$ cat src/rtl/div_seq_pkg.sv
`default_nettype none
// ============================================================================
// Module   : div_seq_pkg
// Brief    : Shared state encodings and default width for the sequential
//            restoring divider controller.
// Revision : 1.0 - initial release
// ============================================================================
package div_seq_pkg;

    // Default operand/result width
    localparam int DIV_W = 8;

    // State encodings (also exposed on state_o for debug/LED display)
    localparam logic [2:0] C_ST_IDLE = 3'b000;
    localparam logic [2:0] C_ST_ITER = 3'b001;
    localparam logic [2:0] C_ST_DONE = 3'b010;
    localparam logic [2:0] C_ST_ERR  = 3'b011;

    typedef enum logic [2:0] {
        S_IDLE = C_ST_IDLE,
        S_ITER = C_ST_ITER,
        S_DONE = C_ST_DONE,
        S_ERR  = C_ST_ERR
    } state_t;

endpackage
`default_nettype wire

$ cat src/rtl/div_seq_ctrl_step.sv
`default_nettype none
// ============================================================================
// Module   : div_step
// Brief    : One combinational restoring shift-subtract step. The partial
//            remainder/quotient pair is shifted left by one, and the divisor
//            is subtracted when it fits, shifting a 1 into the quotient.
// Revision : 1.0 - initial release
// ============================================================================
module div_step #(
    parameter int WIDTH = 8
) (
    input  logic [WIDTH-1:0] rem,
    input  logic [WIDTH-1:0] quo,
    input  logic [WIDTH-1:0] div,
    output logic [WIDTH-1:0] rem_nxt,
    output logic [WIDTH-1:0] quo_nxt
);

    logic [WIDTH:0]   w_shift;
    logic             w_fits;
    logic [WIDTH-1:0] w_trial;

    // {rem,quo} << 1 keeps the bit carried out of rem as the (WIDTH+1)th bit;
    // when the divisor fits, the true difference is below div, so the low
    // WIDTH bits of the subtraction are exact.
    always_comb begin
        w_shift = {rem, quo[WIDTH-1]};
        w_fits  = (w_shift >= {1'b0, div});
        w_trial = w_shift[WIDTH-1:0] - div;
        rem_nxt = w_fits ? w_trial : w_shift[WIDTH-1:0];
        quo_nxt = {quo[WIDTH-2:0], w_fits};
    end

endmodule
`default_nettype wire

$ cat src/rtl/div_seq_ctrl.sv
`default_nettype none
// ============================================================================
// Module   : div_seq_ctrl
// Brief    : Sequencing controller for an iterative restoring divider.
//            Accepts start in IDLE, runs WIDTH shift-subtract cycles, then
//            pulses done with quotient/remainder held until the next start.
//            Optional macro DIV_ZERO_CHECK_EN: a zero divisor short-circuits
//            to ERR (done one cycle after start, div_zero=1).
// Revision : 1.0 - initial release
// ============================================================================
module div_seq_ctrl
    import div_seq_pkg::*;
#(
    parameter int WIDTH = DIV_W
) (
    input  logic             clk,
    input  logic             rst,
    input  logic             start,
    input  logic [WIDTH-1:0] dividend,
    input  logic [WIDTH-1:0] divisor,
    output logic             busy,
    output logic             done,
    output logic [WIDTH-1:0] quotient,
    output logic [WIDTH-1:0] remainder,
    output logic             div_zero,
    output logic [2:0]       state_o
);

    localparam int             CW         = $clog2(WIDTH);
    localparam logic [CW-1:0]  C_CNT_INIT = CW'(WIDTH - 1);
    localparam logic [CW-1:0]  C_CNT_ONE  = CW'(1);

    state_t           r_state;
    state_t           w_state_nxt;
    logic             w_accept;
    logic [WIDTH-1:0] r_rem;
    logic [WIDTH-1:0] r_quo;
    logic [WIDTH-1:0] r_div;
    logic [CW-1:0]    r_cnt;
    logic [WIDTH-1:0] r_quotient;
    logic [WIDTH-1:0] r_remainder;
    logic [WIDTH-1:0] w_rem_nxt;
    logic [WIDTH-1:0] w_quo_nxt;

    assign w_accept  = (r_state == S_IDLE) && start;
    assign quotient  = r_quotient;
    assign remainder = r_remainder;
    assign state_o   = r_state;

    div_step #(
        .WIDTH (WIDTH)
    ) u_step (
        .rem     (r_rem),
        .quo     (r_quo),
        .div     (r_div),
        .rem_nxt (w_rem_nxt),
        .quo_nxt (w_quo_nxt)
    );

    // State register
    always_ff @(posedge clk) begin
        if (rst) begin
            r_state <= S_IDLE;
        end else begin
            r_state <= w_state_nxt;
        end
    end

    // Next-state decode; busy/done are pure functions of the current state
    always_comb begin
        w_state_nxt = r_state;
        busy        = 1'b0;
        done        = 1'b0;
        case (r_state)
            S_IDLE: begin
                if (start) begin
`ifdef DIV_ZERO_CHECK_EN
                    w_state_nxt = (divisor == '0) ? S_ERR : S_ITER;
`else
                    w_state_nxt = S_ITER;
`endif
                end
            end
            S_ITER: begin
                busy = 1'b1;
                if (r_cnt == '0) begin
                    w_state_nxt = S_DONE;
                end
            end
            S_DONE: begin
                done        = 1'b1;
                w_state_nxt = S_IDLE;
            end
`ifdef DIV_ZERO_CHECK_EN
            S_ERR: begin
                done        = 1'b1;
                w_state_nxt = S_IDLE;
            end
`endif
            default: begin
                w_state_nxt = S_IDLE;
            end
        endcase
    end

    // Operand capture, iteration registers and result holding registers
    always_ff @(posedge clk) begin
        if (rst) begin
            r_rem       <= '0;
            r_quo       <= '0;
            r_div       <= '0;
            r_cnt       <= '0;
            r_quotient  <= '0;
            r_remainder <= '0;
        end else if (w_accept) begin
            r_rem <= '0;
            r_quo <= dividend;
            r_div <= divisor;
            r_cnt <= C_CNT_INIT;
`ifdef DIV_ZERO_CHECK_EN
            // ERR is entered on this same edge, so its results load now
            if (divisor == '0) begin
                r_quotient  <= '1;
                r_remainder <= dividend;
            end
`endif
        end else if (r_state == S_ITER) begin
            r_rem <= w_rem_nxt;
            r_quo <= w_quo_nxt;
            r_cnt <= r_cnt - C_CNT_ONE;
            // Final step: results land together with the entry into DONE
            if (r_cnt == '0) begin
                r_quotient  <= w_quo_nxt;
                r_remainder <= w_rem_nxt;
            end
        end
    end

`ifdef DIV_ZERO_CHECK_EN
    logic r_div_zero;

    // Zero-divisor flag: set or cleared on every accepted start
    always_ff @(posedge clk) begin
        if (rst) begin
            r_div_zero <= 1'b0;
        end else if (w_accept) begin
            r_div_zero <= (divisor == '0);
        end
    end

    assign div_zero = r_div_zero;
`else
    assign div_zero = 1'b0;
`endif

endmodule
`default_nettype wire

$ cat config.mk
export PLATFORM = sky130hd
export DESIGN_NAME = div_seq_ctrl
export DESIGN_NICKNAME = d
export VERILOG_FILES = /design/src/rtl/div_seq_pkg.sv /design/src/rtl/div_seq_ctrl_step.sv /design/src/rtl/div_seq_ctrl.sv
export SDC_FILE = /design/constraint.sdc
export NUM_CORES = 1
export LEC_CHECK = 0
export ABC_AREA = 1
export ABC_CLOCK_PERIOD_IN_PS = 1800
export CORE_MARGIN = 3
export CORE_UTILIZATION = 40
export DETAILED_ROUTE_END_ITERATION = 12
export SLEW_MARGIN = 20
export SYNTH_ARGS = -nofsm -noshare
export SYNTH_HDL_FRONTEND = slang
export SYNTH_SLANG_ARGS = --single-unit
$ cat constraint.sdc
create_clock -name clk -period 1.8 [get_ports clk]
set_clock_uncertainty 0.05 [all_clocks]
set_input_delay 0.54 -clock clk [delete_from_list [all_inputs] [get_ports clk]]
set_output_delay 0.54 -clock clk [all_outputs]
set_load 0.1 [all_outputs]
# Word-level counts from Yosys, hierarchy flattened
# Cells that the tools add are included.
# op_classes
reduce_logical	7
bitwise	1
n_mul	0
shift	0
add_sub_neg	2
mux	10
magnitude_cmp	1
n_div	0
n_eq_ne	4
# op_table
operator	count
$mux W8	3
$mux W3	4
$ge A9 B8 Y1	1
$sub A8 B8 Y8	1
$logic_not A3 Y1	2
$pmux W3 S2	1
$eq A3 B1 Y1 const B	1
$eq A3 B2 Y1 const B	1
$reduce_and A3 Y1	1
$sub A3 B1 Y3 const B	1
$mux W1	2
$ne A2 B1 Y1 const B	1
$ne A2 B2 Y1 const B	1
$reduce_and A2 Y1	1
$reduce_bool A2 Y1	1
$reduce_or A2 Y1	1
$logic_and A1 B1 Y1	1
$not A1 Y1	1
# word_totals
romBits	0
inputBits	19
regBits	46
memories	0
out_inout_bits	22
wordCells	32
mem_bits_rw	0
latch_bits	0

# Longest topological paths before layout
# depth
word_depth	4
depth_mapped	13
ltp_nobuf	13

# By module
# Synthesis repeated with hierarchy kept, for this count alone.
# hier_totals
hier_cells	361
hier_area_um2	2466.1
# by_module_without_submodules
mod	area_per_inst_um2	n_inst	cells_per_inst
div_seq_ctrl	1751.7	1	244
div_step	714.4	1	117

# Worst setup path before layout
# Ideal clock, no wire load.
# synth_timing
path_kind	register -> output
from	reg r_state[1], in the netlist state_o[1]
to	out done
arrival_time_ns	2.451
stages_incl_launch_ff	3
n_path_buf	0
path_slack_ns	-1.241
required_ns	1.210
cell_sequence	dfxtp_1 -> inv_1 -> nor2_1
# synth_via
elab_chain_len	2
# synth_rtl
item	line_no	text
from (decl)	div_seq_ctrl.sv:33	state_t r_state;
from (signal assigned)	div_seq_ctrl.sv:65	r_state <= w_state_nxt;
$eq A3 B2 Y1	div_seq_ctrl.sv:74	case (r_state)
$mux W1	div_seq_ctrl.sv:74	
to (decl)	div_seq_ctrl.sv:22	output logic done,
# No other way between the ends.

# Worst setup path after layout
# layout_timing
from	reg r_state[0], in the netlist state_o[0]
to	out busy
# layout_via
elab_chain_len	2
# layout_rtl
item	line_no	text
$eq A3 B1 Y1	div_seq_ctrl.sv:74	
$mux W1	div_seq_ctrl.sv:74	
to (decl)	div_seq_ctrl.sv:21	output logic busy,
# No other way between the ends.

==> flow_metrics.tcl <==
set metrics [dict create \
    io_buffers 38 \
    dp_cells 448 \
    diodes 0 \
    grt_pass1_vias 2054 \
    layout_common_cells "nand2_1, inv_1, dfxtp_1, nand3_1, buf_4" \
    path_cells "inv_2 > nor2_4 > buf_12" \
    outcome "finished, final reports clean" \
    fin_nets 419 \
    hold_violations 0 \
    ys_warn_count 0 \
    fmax_mhz 575 \
    synth_top_family_by_area "simple AND/OR/NAND/NOR gates" \
    clkTransAtPathRegs_ps 100 \
    synth-adder-area-share_pct 6.16 \
    cts_buffer_depth 2 \
    route.detailed.drc 0 \
    synthSimpleGateAreaFrac_pct 31.4 \
    rows 27 \
    synth_xor_area_share_pct 1.12 \
    synth_area_um2 2360 \
    die_w_um 82.7 \
    post-route-period-util_pct 96.7 \
    globalplace.congestion 0.841 \
    r2r_setup_slack_ps 100 \
    ir_worst_vdd_v 0.000437 \
    synth.avg_cell_area_um2 7.29 \
    htreeDepth 2 \
    dpl-instance-area_um2 3190 \
    grt_pass1_wl_mm 9.83 \
    die_y_um 82.7 \
    dr.pass1.iters 4 \
    via_per_inst 4.81 \
    power.switching_mw 1.34 \
    vias 2223 \
    pwr-share-clk_pct 19.8 \
    finalPower_mw 3.32 \
    cellPowerDensity_nw_per_um2 955 \
    antenna_left 0 \
    seq_area_frac_synth_pct 38.2 \
    period_minus_slack_ps 1740 \
    finalInstanceArea_um2 3470 \
    track_usage_pct 19.0 \
    dp_hpwl_mm 4.46 \
    final_common_cell "nand2_1" \
    design.die.area_um2 6850 \
    core_um2 5610 \
    finalMaxSlewViolations 0 \
    fin_util_pct 61.9 \
    clock_sinks 45 \
    synth.distinct_cells 32 \
    initial_utilization_pct 42.0 \
    critPathKind "reg2out" \
    sw_frac_of_total_pct 40.4 \
    crit_buf_inv 2 \
    syn2layout_area_growth_pct 47.4 \
    cts_tree "built" \
    worstPathArrival_ps 1150 \
    grt-ovfl-total 0 \
    drv_cap 0 \
    synth-seq-cells 45 \
    wl_per_cell_um 12.6 \
    worst_path_max_delay_cell "dfxtp_4" \
    synth-compound-area-share_pct 12.2 \
    syn_inst 323 \
    antenna_found_initial 0 \
    power_frac_comb_pct 45.2 \
    power_leakage_nw 1.61 \
    cts.root.buffer_cell "clkbuf_8" \
    path_max_fanout 4 \
    hold_path.class "reg2reg" \
    crit_required_ps 1210 \
    grt_max_degree 20 \
    critPathCaptureType "output port" \
    cp_slowest_stage_delay_ps 390 \
    power.internal_mw 1.98 \
    layout-drive-gt1-share_pct 31.5 \
    io_pins 41 \
    cts_made_buffers 5 \
    setup_violations 0 \
    wl_mm 5.84 \
    crit_path_start_kind "flop" \
    synthMuxAreaShare_pct 0 \
    clkLatencyLatePin_ps 310 \
    hold_buffers 0 \
    drtIter0Drc 93 \
    final_cells 462 \
    path_delay_family "flip-flops" \
    seqPwrFrac_pct 34.9 \
]
## metal layers
metal | GRT usage (%) | share of wire (%) | vias up
li1 | - | - | 1162
met1 | 24.3 | 46 | 1010
met2 | 32.0 | 50 | 45
met3 | 3.15 | 3.4 | 6
met4 | 6.70 | 1.0 | 0
met5 | 0 | 0 | -
## through the flow
| stage | hold WS [ps] | setup slack [ps] | TNS [ps] |
|---|---|---|---|
| 2_1_floorplan | 383 | 17.5 | 0 |
| 3_3_place_gp | 401 | 22.5 | 0 |
| 3_5_place_dp | 405 | -8.08 | -18.0 |
| 4_1_cts | 418 | 4.49 | 0 |
| 5_1_grt | 451 | -22.0 | -39.8 |
| 6_report | 419 | 59.9 | 0 |
## what timing repair did
| item | CTS | global route |
|---|---|---|
| setup buffers | 0 | 6 |
| pin swaps | 0 | 11 |
| resized for setup | 1 | 36 |
| setup endpoints to repair | 5 | 23 |
| cloned | 0 | 0 |
## worst paths after layout
| path | startpoint | endpoint | cells after the start |
|---|---|---|---|
| setup / recovery | state_o[0] | busy | 3 |
| setup reg to reg | r_rem[2] | remainder[0] | 11 |
| hold reg to reg | r_quo[4] | quotient[5] | 2 |
| hold / removal | r_quo[4] | quotient[5] | 2 |
## synthesized netlist by cell type
cell type	n	area share [%]
nor2_8	2	1.7
o21a_1	8	2.5
a221oi_1	2	0.74
nor2_1	21	3.3
clkbuf_1	5	0.80
conb_1	1	0.16
inv_2	7	1.1
xor2_1	2	0.74
dfxtp_1	45	38
nand4_1	2	0.53
inv_1	43	6.9
nand3_1	38	8.1
a21oi_1	15	3.2
nor3_2	1	0.42
buf_2	2	0.42
nand2_1	78	12
xnor2_1	1	0.37
nand2_4	1	0.48
nor2_4	1	0.48
nand3_2	1	0.42
a21oi_4	1	0.69
a22o_1	1	0.37
o21ai_0	9	1.9
nand2_8	1	0.85
o21ai_1	1	0.21
buf_4	2	0.64
nand2_2	10	2.7
buf_6	2	0.96
fa_1	1	0.85
ha_1	10	5.3
a21oi_2	1	0.37
a31oi_1	8	2.1
## state kept, by name, summed over array words and instances (netlist names)
name / count
r_quo: 8
r_div: 8
quotient: 8
state_o: 2
remainder: 8
r_cnt: 3
r_rem: 8
## worst reg2reg max path, cell delays in order (launching register included)
cell,delay (ps)
dfxtp_1,360
ha_4,310
nand2_2,60
inv_2,60
nand4_1,110
nand2_2,120
nand2_4,90
buf_12,160
nand3_1,80
nand3_1,100
nand2_1,70
inv_1,30
## logic make-up (layout without fill, tap and decap cells)
family,Yosys count,in the layout
AND/OR/NAND/NOR,156,156
buffers and inverters,61,127
adder cells (fa/ha/maj),11,11
other,1,2
flip-flops,45,45
XOR/XNOR,3,3
AO/OA/AOI/OAI,46,46
## cell type report
class	count	area (um2)
Clock buffer	5	68.8
Multi-Input combinational cell	218	1350
Sequential cell	45	921
Inverter	50	188
Timing Repair Buffer	69	838
Fill cell	532	2130
Clock inverter	3	20.0
Tap cell	72	90.1
## power by group through the flow
| stage | combinational, mW | clock, mW | sequential (mW) |
|---|---|---|---|
| 2_1_floorplan | 0.746 | 0 | 1.33 |
| 3_3_place_gp | 1.37 | 0 | 1.17 |
| 3_5_place_dp | 1.38 | 0 | 1.17 |
| 4_1_cts | 1.39 | 0.677 | 1.15 |
| 5_1_grt | 1.65 | 0.725 | 1.17 |
| 6_report | 1.50 | 0.659 | 1.16 |
(Power assumes the default switching activity.)
